[src/rtl/mips_muldiv_sequencer.sv]
// mips_muldiv_sequencer
//
// Owns the MIPS HI/LO registers. It runs an iterative 32-step shift-add multiplier and
// a restoring divider for MULT, MULTU, DIV and DIVU, performs single-cycle MTHI/MTLO
// writes, and stalls MFHI/MFLO while a multi-cycle result is pending.
//
// Ports:
//   clk       rising-edge clock
//   reset     synchronous, active-high reset
//   op_valid  issue strobe from the control unit
//   op_code   000 MULT, 001 MULTU, 010 DIV, 011 DIVU, 100 MTHI, 101 MTLO (110/111 ignored)
//   op_a      rs operand (multiplicand / dividend / MTHI-MTLO source)
//   op_b      rt operand (multiplier / divisor)
//   read_req  MFHI/MFLO in decode this cycle
//   op_ready  unit idle; an issue is accepted this cycle
//   busy      multi-cycle operation in flight
//   stall     read_req & busy (combinational)
//   done      one-cycle pulse when HI/LO hold a new mul/div result
//   hi, lo    HI and LO registers
module mips_muldiv_sequencer #(
  parameter int unsigned WIDTH = 32
) (
  input  logic             clk,
  input  logic             reset,
  input  logic             op_valid,
  input  logic [2:0]       op_code,
  input  logic [WIDTH-1:0] op_a,
  input  logic [WIDTH-1:0] op_b,
  input  logic             read_req,
  output logic             op_ready,
  output logic             busy,
  output logic             stall,
  output logic             done,
  output logic [WIDTH-1:0] hi,
  output logic [WIDTH-1:0] lo
);

  localparam int unsigned CntW = $clog2(WIDTH);

  localparam logic [2:0] OpMult  = 3'b000;
  localparam logic [2:0] OpMultu = 3'b001;
  localparam logic [2:0] OpDiv   = 3'b010;
  localparam logic [2:0] OpDivu  = 3'b011;
  localparam logic [2:0] OpMthi  = 3'b100;
  localparam logic [2:0] OpMtlo  = 3'b101;

  typedef enum logic [1:0] {StIdle, StMul, StDiv, StFixup} state_e;

  state_e               state_q, state_d;
  logic [CntW-1:0]      cnt_q, cnt_d;
  logic [2*WIDTH-1:0]   acc_q, acc_d;     // multiply accumulator {partial sum, multiplier}
  logic [WIDTH-1:0]     opnd_q, opnd_d;   // multiplicand (mul) or divisor (div) magnitude
  logic [WIDTH-1:0]     rem_q, rem_d;     // partial remainder, always < divisor
  logic [WIDTH-1:0]     quo_q, quo_d;     // dividend shifting out, quotient shifting in
  logic                 sign_a_q, sign_a_d;
  logic                 sign_b_q, sign_b_d;
  logic                 is_div_q, is_div_d;
  logic                 div0_q, div0_d;
  logic [WIDTH-1:0]     hi_q, hi_d;
  logic [WIDTH-1:0]     lo_q, lo_d;
  logic                 done_q, done_d;

  logic                 accept;
  logic                 op_signed;
  logic                 a_neg, b_neg;
  logic [WIDTH-1:0]     a_mag, b_mag;
  logic                 last_iter;
  logic [WIDTH:0]       mul_sum;
  logic [WIDTH:0]       rem_shift;
  logic [WIDTH:0]       rem_trial;        // WIDTH+1 bits so bit WIDTH is the borrow
  logic [2*WIDTH-1:0]   prod_fix;
  logic [WIDTH-1:0]     quo_fix, rem_fix;

  assign op_ready = (state_q == StIdle);
  assign busy     = ~op_ready;
  assign stall    = read_req & busy;
  assign done     = done_q;
  assign hi       = hi_q;
  assign lo       = lo_q;

  // Codes 110/111 are not valid and never accepted.
  assign accept    = op_valid & op_ready & ~(op_code[2] & op_code[1]);
  assign op_signed = ~op_code[0];
  assign a_neg     = op_signed & op_a[WIDTH-1];
  assign b_neg     = op_signed & op_b[WIDTH-1];
  assign a_mag     = a_neg ? -op_a : op_a;
  assign b_mag     = b_neg ? -op_b : op_b;
  assign last_iter = (cnt_q == CntW'(WIDTH - 1));

  // One iteration of each datapath.
  always_comb begin
    mul_sum   = {1'b0, acc_q[2*WIDTH-1:WIDTH]} + (acc_q[0] ? {1'b0, opnd_q} : '0);
    rem_shift = {rem_q, quo_q[WIDTH-1]};
    rem_trial = rem_shift - {1'b0, opnd_q};
  end

  // Sign correction of the magnitude results. A zero divisor bypasses it so HI
  // returns the dividend exactly as issued.
  always_comb begin
    prod_fix = acc_q;
    quo_fix  = quo_q;
    rem_fix  = rem_q;
    if (sign_a_q ^ sign_b_q) begin
      prod_fix = -acc_q;
    end
    if (!div0_q) begin
      if (sign_a_q ^ sign_b_q) begin
        quo_fix = -quo_q;
      end
      if (sign_a_q) begin
        rem_fix = -rem_q;
      end
    end
  end

  always_comb begin
    state_d  = state_q;
    cnt_d    = cnt_q;
    acc_d    = acc_q;
    opnd_d   = opnd_q;
    rem_d    = rem_q;
    quo_d    = quo_q;
    sign_a_d = sign_a_q;
    sign_b_d = sign_b_q;
    is_div_d = is_div_q;
    div0_d   = div0_q;
    hi_d     = hi_q;
    lo_d     = lo_q;
    done_d   = 1'b0;

    unique case (state_q)
      StIdle: begin
        if (accept) begin
          case (op_code)
            OpMthi: hi_d = op_a;
            OpMtlo: lo_d = op_a;
            OpMult, OpMultu: begin
              opnd_d   = a_mag;
              acc_d    = {{WIDTH{1'b0}}, b_mag};
              cnt_d    = '0;
              sign_a_d = a_neg;
              sign_b_d = b_neg;
              is_div_d = 1'b0;
              div0_d   = 1'b0;
              state_d  = StMul;
            end
            OpDiv, OpDivu: begin
              opnd_d   = b_mag;
              // With a zero divisor the restoring loop yields all-ones quotient and the
              // untouched dividend as remainder, so load the raw operand.
              quo_d    = (op_b == '0) ? op_a : a_mag;
              rem_d    = '0;
              cnt_d    = '0;
              sign_a_d = a_neg;
              sign_b_d = b_neg;
              is_div_d = 1'b1;
              div0_d   = (op_b == '0);
              state_d  = StDiv;
            end
            default: ;
          endcase
        end
      end

      StMul: begin
        acc_d = {mul_sum, acc_q[WIDTH-1:1]};
        cnt_d = cnt_q + CntW'(1);
        if (last_iter) begin
          state_d = StFixup;
        end
      end

      StDiv: begin
        if (!rem_trial[WIDTH]) begin
          rem_d = rem_trial[WIDTH-1:0];
          quo_d = {quo_q[WIDTH-2:0], 1'b1};
        end else begin
          rem_d = rem_shift[WIDTH-1:0];
          quo_d = {quo_q[WIDTH-2:0], 1'b0};
        end
        cnt_d = cnt_q + CntW'(1);
        if (last_iter) begin
          state_d = StFixup;
        end
      end

      StFixup: begin
        if (is_div_q) begin
          lo_d = quo_fix;
          hi_d = rem_fix;
        end else begin
          hi_d = prod_fix[2*WIDTH-1:WIDTH];
          lo_d = prod_fix[WIDTH-1:0];
        end
        done_d  = 1'b1;
        state_d = StIdle;
      end

      default: state_d = StIdle;
    endcase
  end

  always_ff @(posedge clk) begin
    if (reset) begin
      state_q  <= StIdle;
      cnt_q    <= '0;
      acc_q    <= '0;
      opnd_q   <= '0;
      rem_q    <= '0;
      quo_q    <= '0;
      sign_a_q <= 1'b0;
      sign_b_q <= 1'b0;
      is_div_q <= 1'b0;
      div0_q   <= 1'b0;
      hi_q     <= '0;
      lo_q     <= '0;
      done_q   <= 1'b0;
    end else begin
      state_q  <= state_d;
      cnt_q    <= cnt_d;
      acc_q    <= acc_d;
      opnd_q   <= opnd_d;
      rem_q    <= rem_d;
      quo_q    <= quo_d;
      sign_a_q <= sign_a_d;
      sign_b_q <= sign_b_d;
      is_div_q <= is_div_d;
      div0_q   <= div0_d;
      hi_q     <= hi_d;
      lo_q     <= lo_d;
      done_q   <= done_d;
    end
  end

endmodule

[config.mk]
export PLATFORM = sky130hd
export DESIGN_NAME = mips_muldiv_sequencer
export DESIGN_NICKNAME = d
export VERILOG_FILES = /design/src/rtl/mips_muldiv_sequencer.sv
export SDC_FILE = /design/constraint.sdc
export NUM_CORES = 1
export LEC_CHECK = 0
export ABC_AREA = 1
export BUFFER_PORTS_ARGS = -buffer_cell sky130_fd_sc_hd__buf_2
export CORE_MARGIN = 2
export CORE_UTILIZATION = 35
export DETAILED_ROUTE_END_ITERATION = 10
export GPL_TIMING_DRIVEN = 0
export PLACE_DENSITY = 0.56
export SLEW_MARGIN = 20
export SYNTH_ARGS = -nofsm -noshare
export SYNTH_HDL_FRONTEND = slang
export SYNTH_SLANG_ARGS = --single-unit
[constraint.sdc]
create_clock -name clk -period 5.1 [get_ports clk]
set_input_delay 0 -clock clk [delete_from_list [all_inputs] [get_ports clk]]
set_output_delay 0 -clock clk [all_outputs]
set_load 0.03 [all_outputs]
* Word-level counts from Yosys, hierarchy flattened
Cells that the tools add are included.
** Operators by class
- $add $sub $neg :: 8
- Equal/unequal tests :: 17
- Mux-type cells :: 39
- Reductions and logical operators :: 20
- Bitwise logic cells :: 10
** Operators by type and width (count)
- 2-to-1 mux 32 bit :: 19
- case mux 32 bit (2 select lines) :: 5
- 2-to-1 mux 64 bit :: 3
- negator 32 bit :: 4
- case mux 64 bit (2 select lines) :: 1
- negator 64 bit :: 1
- adder 32 x 32 -> 33 bit :: 1
- subtractor 33 x 32 -> 33 bit :: 1
- zero test 32 bit :: 1
- AND reduction 3 bit :: 8
- inequality test 2 x 1 -> 1 bit (second input constant) :: 6
- 2-to-1 mux 5 bit :: 2
- case mux 5 bit (2 select lines) :: 1
- nonzero test 2 bit :: 5
- AND 1 bit :: 6
- == test 3 x 2 -> 1 bit (second input constant) :: 2
- == test 3 bit (second input constant) :: 2
- case mux 2 bit (3 select lines) :: 1
- OR reduction 2 bit :: 3
- adder 5 x 1 -> 5 bit (second input constant) :: 1
- == test 5 bit (second input constant) :: 1
- == test 2 bit (second input constant) :: 2
- 2-to-1 mux 2 bit :: 2
- case mux 1 bit (2 select lines) :: 2
- 11 further kinds :: 14
** Word-level totals
- Input bits :: 71
- Register bits :: 236
- Output and inout port bits :: 68

* Longest topological paths before layout
Gate-level depths: netlist of run 1.
- Depth after elaboration :: 7
- Mapped depth :: 18
- Depth with buffers taken out :: 18

* Worst setup path before layout of run 1
Ideal clock, no wire load.
- Path kind :: flip-flop to flip-flop
- Start point :: register acc_q[0]
- End point :: register acc_q[46]
- Required time :: 4.968 ns
- Setup slack :: 2.868 ns
- Stages on the path, launching flop included :: 15
- Library setup time :: 0.132 ns
- Arrival time :: 2.100 ns
- Clock period less this slack :: 2.232 ns
- Path through :: dfxtp_1 buf_6 clkbuf_1 nand2_1 inv_1 ha_1 a21oi_1 nand2_1 nand2_1 nand3_1 nand3_1 nand2_1 or2_2 nand3_1 a21oi_1
** On the way
- Word-level cells in the longest chain between the ends :: 3
** Ends and longest elaborated chain
- start: declaration :: line 51 : logic [2*WIDTH-1:0] acc_q, acc_d;
- start signal: assignment :: line 207 : acc_q <= '0;
- start signal: assignment :: line 221 : acc_q <= acc_d;
- 2-to-1 mux 32 bit :: line 92 : mul_sum = {1'b0, acc_q[2*WIDTH-1:WIDTH]} + (acc_q[0] ? {1'b0, opnd_q} : '0);
- adder 32 x 32 -> 33 bit :: line 92
- case mux 64 bit (2 select lines) :: line 131 : unique case (state_q)
Every way passes these cells.
A chain may end at the register's enable or synchronous reset.

* Worst setup path in the final report of run 1
- Start point :: register acc_q[0]
- End point :: register acc_q[59]
The elaborated chain is that of the path after synthesis.

==> flow_summary.toml, run 1 <==
[outcome]
status = "finished, final reports clean"

[worst_setup_path]
critPathArrivalTime_ns = 3.72
cp_slowest_cell = "o21ai_0"
critPathMaxStageDelay_ns = 0.57
required_ns = 5.63
critPathMaxFanout = 8
crit_chain = "buf_6 -> nand2_1 -> inv_1 -> ha_1 -> inv_1 -> fa_1 -> o21ai_2 -> a21oi_1 -> o21ai_0 -> nand2_1 -> nand3b_1 -> nand3_1 -> a21oi_1"
end_kind = "flip-flop"
start_kind = "flip-flop"
crit_type = "flip-flop to flip-flop"

[final_layout]
drive_above_1_share = 0.0818
fin_nets = 4208
diodes = 0
syn_to_final_growth_pct = 15.4
final_cell_mix = "1138 x nand2_1, 466 x inv_1, 465 x nor2_1"
fin_area_mm2 = 0.0248
finalNonFillerCells = 4866
final_common_cell = "nand2_1"

[die]
start_util = 0.355
row_count = 90
die_area_mm2 = 0.0635
die_w_um = 252
die_h_um = 252
io_pins = 139
core_mm2 = 0.0606

[timing]
setup_viol = 0
finalSetupTns_ns = 0
tightest_slew_ns = 1.14
fmax_mhz = 313
finalClockSkew_ns = 0.0149
relSlewSlack = 0.240
fin_crit_sh = 0.627
rsz0062_at_grt = "false"
whs_ns = 0.0228
final_max_slew_viol_count = 0
hold_violations = 0
min_period_ns = 3.20

[drt]
drt_iter0_drc = 3313
drtAntennaViolNets = 0
totalWireLength_um = 116000
wl_per_cell_um = 23.7
drc = 0
firstDrtPassIters = 6
vias = 27100
viasPerCell = 5.57

[yosys]
synth_edf_count = 0
synth.avg_cell_area_um2 = 5.60
synthFlopType = "dfxtp_1"
syn-cell-area_mm2 = 0.0215
synth.distinct_cells = 52
ys_ff_latch = 236
synth-seq-area-share = 0.220
ys_warn_count = 0
synth_nets = 3990
synthArstFlopShare = 0
syn_inst = 3842

[placed_design]
placed_area_mm2 = 0.0232
dp_hpwl_um = 95900
io_buffers = 138
place.gp.congestion = 1.05
place_inst = 4762

[global_routing]
antenna_found_initial = 3
grt_pass1_vias = 24500
gr-total-overflow = 0
grt_max_degree = 15
grt_pass1_wl_um = 164000
track_usage = 0.352

[clocking]
clock_latency_ns = 0.61
cts_num_sinks = 236
cts_tree = "built"
cts_resized = 0
ctsRootBufferMaster = "clkbuf_16"
clkSlewWorstSetupHoldPaths_ns = 0.07
numCtsBuffers = 30
clk_path_buf_depth = 3
h-tree-depth = 1

[hold_path]
hold_path.class = "input port to flip-flop"

[power]
p_per_area_mw_per_mm2 = 483
vdd_ir_drop_max_v = 0.000278
p_comb_frac = 0.566
power.leakage_nw = 12.4
intPower_mw = 5.66
fin_total_pwr_mw = 12.0
seqPwrFrac = 0.219
p_switching_mw = 6.34
p_clk_frac = 0.215
switching_share = 0.528

[job]
cap_violations = 0
-- worst max-delay path, delay by kind of cell (launching register included) --
family | cells | cell delay (ns)
AOI/OAI and AO/OA | 4 | 1.13
DFF | 1 | 0.33
buffers and inverters | 3 | 0.33
and+or+nand+nor | 4 | 0.52
adders and majority gates | 2 | 0.82
-- power groups by stage --
stage          clock, mW  sequential (mW)  combinational (mW)
2_1_floorplan          0             2.98                3.81
3_3_place_gp           0             2.64                6.56
3_5_place_dp           0             2.64                6.54
4_1_cts             2.58             2.61                6.60
5_1_grt             2.63             2.65                7.29
6_report            2.58             2.63                6.79
-- sequential cells by signal, indices dropped and copies added (netlist names) --
signal,count
div0_q,1
hi,32
acc_q,64
lo,32
sign_a_q,1
opnd_q,32
sign_b_q,1
state_q,2
rem_q,32
cnt_q,5
is_div_q,1
done,1
quo_q,32
-- layout make-up --
| type | instances | area (um^2) |
|---|---|---|
| plain buffers | 139 | 671 |
| clock buffers | 36 | 815 |
| clock inverters | 20 | 339 |
| fillers | 6918 | 35800 |
| inverters | 484 | 1820 |
| multi-input cells | 2983 | 14300 |
| flip-flops and latches | 236 | 4720 |
| well taps | 782 | 978 |
| repair buffers | 186 | 1170 |
-- metal layers --
layer / vias to the layer above / wire (um) / share of wire / track usage
li1: 12900 / - / - / -
met1: 12500 / 48800 / 0.42 / 0.484
met2: 1468 / 48100 / 0.42 / 0.526
met3: 239 / 11200 / 0.097 / 0.0544
met4: 6 / 7450 / 0.065 / 0.196
met5: - / 33 / 0.00029 / 0
-- synth_stat cells (all sizes together), types with 7 or more instances --
| library cell | number | area, um^2 |
|---|---|---|
| buf | 73 | 422 |
| ha | 75 | 938 |
| nor2 | 480 | 1900 |
| o211ai | 15 | 126 |
| a31oi | 26 | 163 |
| clkbuf | 66 | 248 |
| nand4 | 45 | 282 |
| xor2 | 52 | 455 |
| o22ai | 44 | 288 |
| o21ai | 276 | 1390 |
| inv | 483 | 1820 |
| nand2 | 1151 | 4360 |
| o21a | 9 | 67.6 |
| and2 | 10 | 62.6 |
| nand3b | 20 | 150 |
| a21oi | 330 | 1700 |
| nor3 | 49 | 245 |
| o31ai | 7 | 52.6 |
| dfxtp | 236 | 4720 |
| or2 | 14 | 87.6 |
| nand3 | 347 | 1750 |
| a21o | 7 | 52.6 |
| xnor2 | 10 | 87.6 |
-- final timing paths --
kind / from / to / slack [ns] / depth (start not counted)
max reg2reg: acc_q[0]$_SDFFE_PP0P_ / acc_q[59]$_SDFFE_PP0P_ / 1.90 / 13
max: acc_q[0]$_SDFFE_PP0P_ / acc_q[59]$_SDFFE_PP0P_ / 1.90 / 13
min reg2reg: acc_q[1]$_SDFFE_PP0P_ / acc_q[1]$_SDFFE_PP0P_ / 0.47 / 2
min: op_b[6] / acc_q[6]$_SDFFE_PP0P_ / 0.02 / 4
-- through the flow --
stage               setup slack, ns  utilization
global route                   1.73        0.410
global placement               2.01        0.383
floorplan                      2.87            -
CTS                            1.98        0.410
finish                         1.90        0.410
detailed placement             2.02        0.383
-- cell families after synthesis --
kind of cell,Yosys count,share of synthesized area
fa+ha+maj,77,0.0455
flops,236,0.220
compound gates,724,0.182
xor+xnor,62,0.0252
simple gates,2120,0.412
buf+inv,623,0.116
-- repair_timing --
item	in CTS	in global routing
hold buffers	48	0
endpoints found under the hold margin	79	0
setup buffers	0	0
setup endpoints to repair	0	0
Power figures use the tool's default switching activity.
==> inputs of run 2 (changes only) <==
Settings changed: PLACE_DENSITY 0.56 to 0.58.
Clock period 5.1 ns to 2.7 ns, I/O delays scaled along.
==> run 2 against run 1 <==
Net effect: the run now ends with negative setup slack left; worst setup slack worse by 1.9 ns; final cell count is 0.10% higher; largest cell class unchanged; first-iteration DRC count is 9.4% higher; register-to-register slack worse by 1.9 ns; worst hold slack worse by 0.00089 ns.
==> flow_summary.toml, run 2 (same netlist as run 1, synthesis figures left out) <==
[worst_setup_path]
endpoint = "hi[13]$_SDFFE_PP0P_"
cp-startpoint = "is_div_q$_SDFFE_PP0P_"
crit_type = "flip-flop to flip-flop"
critPathArrivalTime_ns = 3.28
rr_worst_depth = 6
start_kind = "flip-flop"
required_ns = 3.25
critPathMaxFanout = 10
r2r-start = "is_div_q$_SDFFE_PP0P_"
r2r_end = "hi[13]$_SDFFE_PP0P_"
end_kind = "flip-flop"
rrSetupSlack_ns = -0.03

[job]
cap_violations = 0

[drt]
firstDrtPassIters = 6
drtAntennaViolNets = 0
drt_iter0_drc = 3626
drc = 0
viasPerCell = 5.54
wl_per_cell_um = 23.3
vias = 27000
totalWireLength_um = 113000

[power]
p_switching_mw = 11.9
seqPwrFrac = 0.221
p_clk_frac = 0.201
p_per_area_mw_per_mm2 = 901
p_comb_frac = 0.578
fin_total_pwr_mw = 22.5
vdd_ir_drop_max_v = 0.000635
switching_share = 0.531
power.leakage_nw = 12.5
intPower_mw = 10.6

[timing]
relSlewSlack = 0.206
rsz0062_at_grt = "true"
tightest_slew_ns = 1.19
final_max_slew_viol_count = 0
fin_crit_sh = 1.01
min_period_ns = 2.73
hold_violations = 0
fmax_mhz = 367
finalSetupTns_ns = -0.0272
setup_viol = 1
finalClockSkew_ns = 0.0401
fin_ws_ns = -0.0272

[final_layout]
largest_register_ffs = 64
syn_to_final_growth_pct = 16.2
fin_util = 0.413
fillers = 6842
finalNonFillerCells = 4871
final_cell_mix = "1134 x nand2_1, 463 x inv_1, 462 x nor2_1"
final_common_cell = "nand2_1"
regMostFlops = "acc_q"
drive_above_1_share = 0.0922
fin_nets = 4213

[hold_path]
hold_path.class = "input port to flip-flop"

[global_routing]
grt_pass1_wl_um = 162000
gr-total-overflow = 0
grt_max_degree = 16
antenna_found_initial = 3
track_usage = 0.346
grt_pass1_vias = 24500

[clocking]
cts_tree = "built"
h-tree-depth = 1
cts_num_sinks = 236
clkSlewWorstSetupHoldPaths_ns = 0.06
numCtsBuffers = 30
ctsRootBufferMaster = "clkbuf_16"
clk_path_buf_depth = 3
clock_latency_ns = 0.62

[die]
die_w_um = 252
die_h_um = 252
start_util = 0.355
io_pins = 139
die_area_mm2 = 0.0635
core_mm2 = 0.0606
row_count = 90

[outcome]
status = "finished with violations"
violations = "negative setup slack"

[placed_design]
dp_hpwl_um = 94500
io_buffers = 138
place_inst = 4762
place.gp.congestion = 1.06
run 2: cell types whose count changed in the layout (fill, tap and decap cells not counted), moves of 4 or more:
cell,change
clkbuf_2,+6
bufinv_16,-4
o21ai_0,-6
dfxtp_1,-4
a21oi_1,-5
dfxtp_2,+4
nand2_1,-4
clkbuf_1,-10
clkbuf_8,+6
a21oi_2,+4
run 2: final cells by class:
| type | instances | area, um^2 | area share |
|---|---|---|---|
| Inverter | 484 | 1820 | 0.0729 |
| Antenna cell | 2 | 5.00 | 0.000200 |
| Tap cell | 782 | 978 | 0.0392 |
| Clock buffer | 39 | 865 | 0.0346 |
| Multi-Input combinational cell | 2983 | 14400 | 0.578 |
| Timing Repair Buffer | 192 | 1240 | 0.0495 |
| Buffer | 138 | 696 | 0.0278 |
| Clock inverter | 15 | 223 | 0.00891 |
| Sequential cell | 236 | 4730 | 0.189 |
run 2: worst min-delay path by stage:
stage / startpoint / end / slack [ns] / cells past startpoint
after floorplan: read_req / stall / 0.15 / 2
after global routing: op_b[3] / acc_q[3]$_SDFFE_PP0P_ / 0.03 / 5
after detailed placement: read_req / stall / 0.33 / 4
final: op_b[16] / acc_q[16]$_SDFFE_PP0P_ / 0.02 / 5
after CTS: op_b[21] / acc_q[29]$_SDFFE_PP0P_ / 0.002 / 6
after global placement: read_req / stall / 0.32 / 4
run 2: power by group through the flow:
| stage | logic (mW) | clock network [mW] | registers, mW |
|---|---|---|---|
| 6_report | 13.0 | 4.53 | 4.97 |
| 3_3_place_gp | 12.3 | 0 | 4.99 |
| 2_1_floorplan | 7.20 | 0 | 5.63 |
| 5_1_grt | 14.0 | 4.65 | 5.00 |
| 3_5_place_dp | 12.3 | 0 | 4.98 |
| 4_1_cts | 12.4 | 4.52 | 4.92 |
run 2: per-stage QoR:
stage	worst slack (ns)	cell area, um^2	hold WS, ns
detailed placement	-0.288	23200	0.326
finish	-0.0272	25000	0.0219
global placement	-0.286	23200	0.323
global route	-0.0160	25000	0.0304
floorplan	0.468	21500	0.147
CTS	0.00520	24800	0.00196
run 2: routing by layer:
metal / global-route usage / share of wire
met1: 0.476 / 0.42
met2: 0.512 / 0.41
met3: 0.0496 / 0.097
met4: 0.206 / 0.071
met5: 0 / 0.00011
run 2: repair_timing:
action,CTS,global route
resized for setup,14,54
setup endpoints to repair,88,113
hold endpoints to repair,90,1
buffers inserted,2,2
cloned,0,1
pin swaps,1,3
hold buffers,48,1
run 2: worst max-delay path, cell delays in order (launching register included):
cell	delay, ns
dfxtp_1	0.30
clkbuf_1	0.41
buf_1	0.93
nand3_1	0.43
o21ai_1	0.34
nand2_1	0.12
a21oi_1	0.14
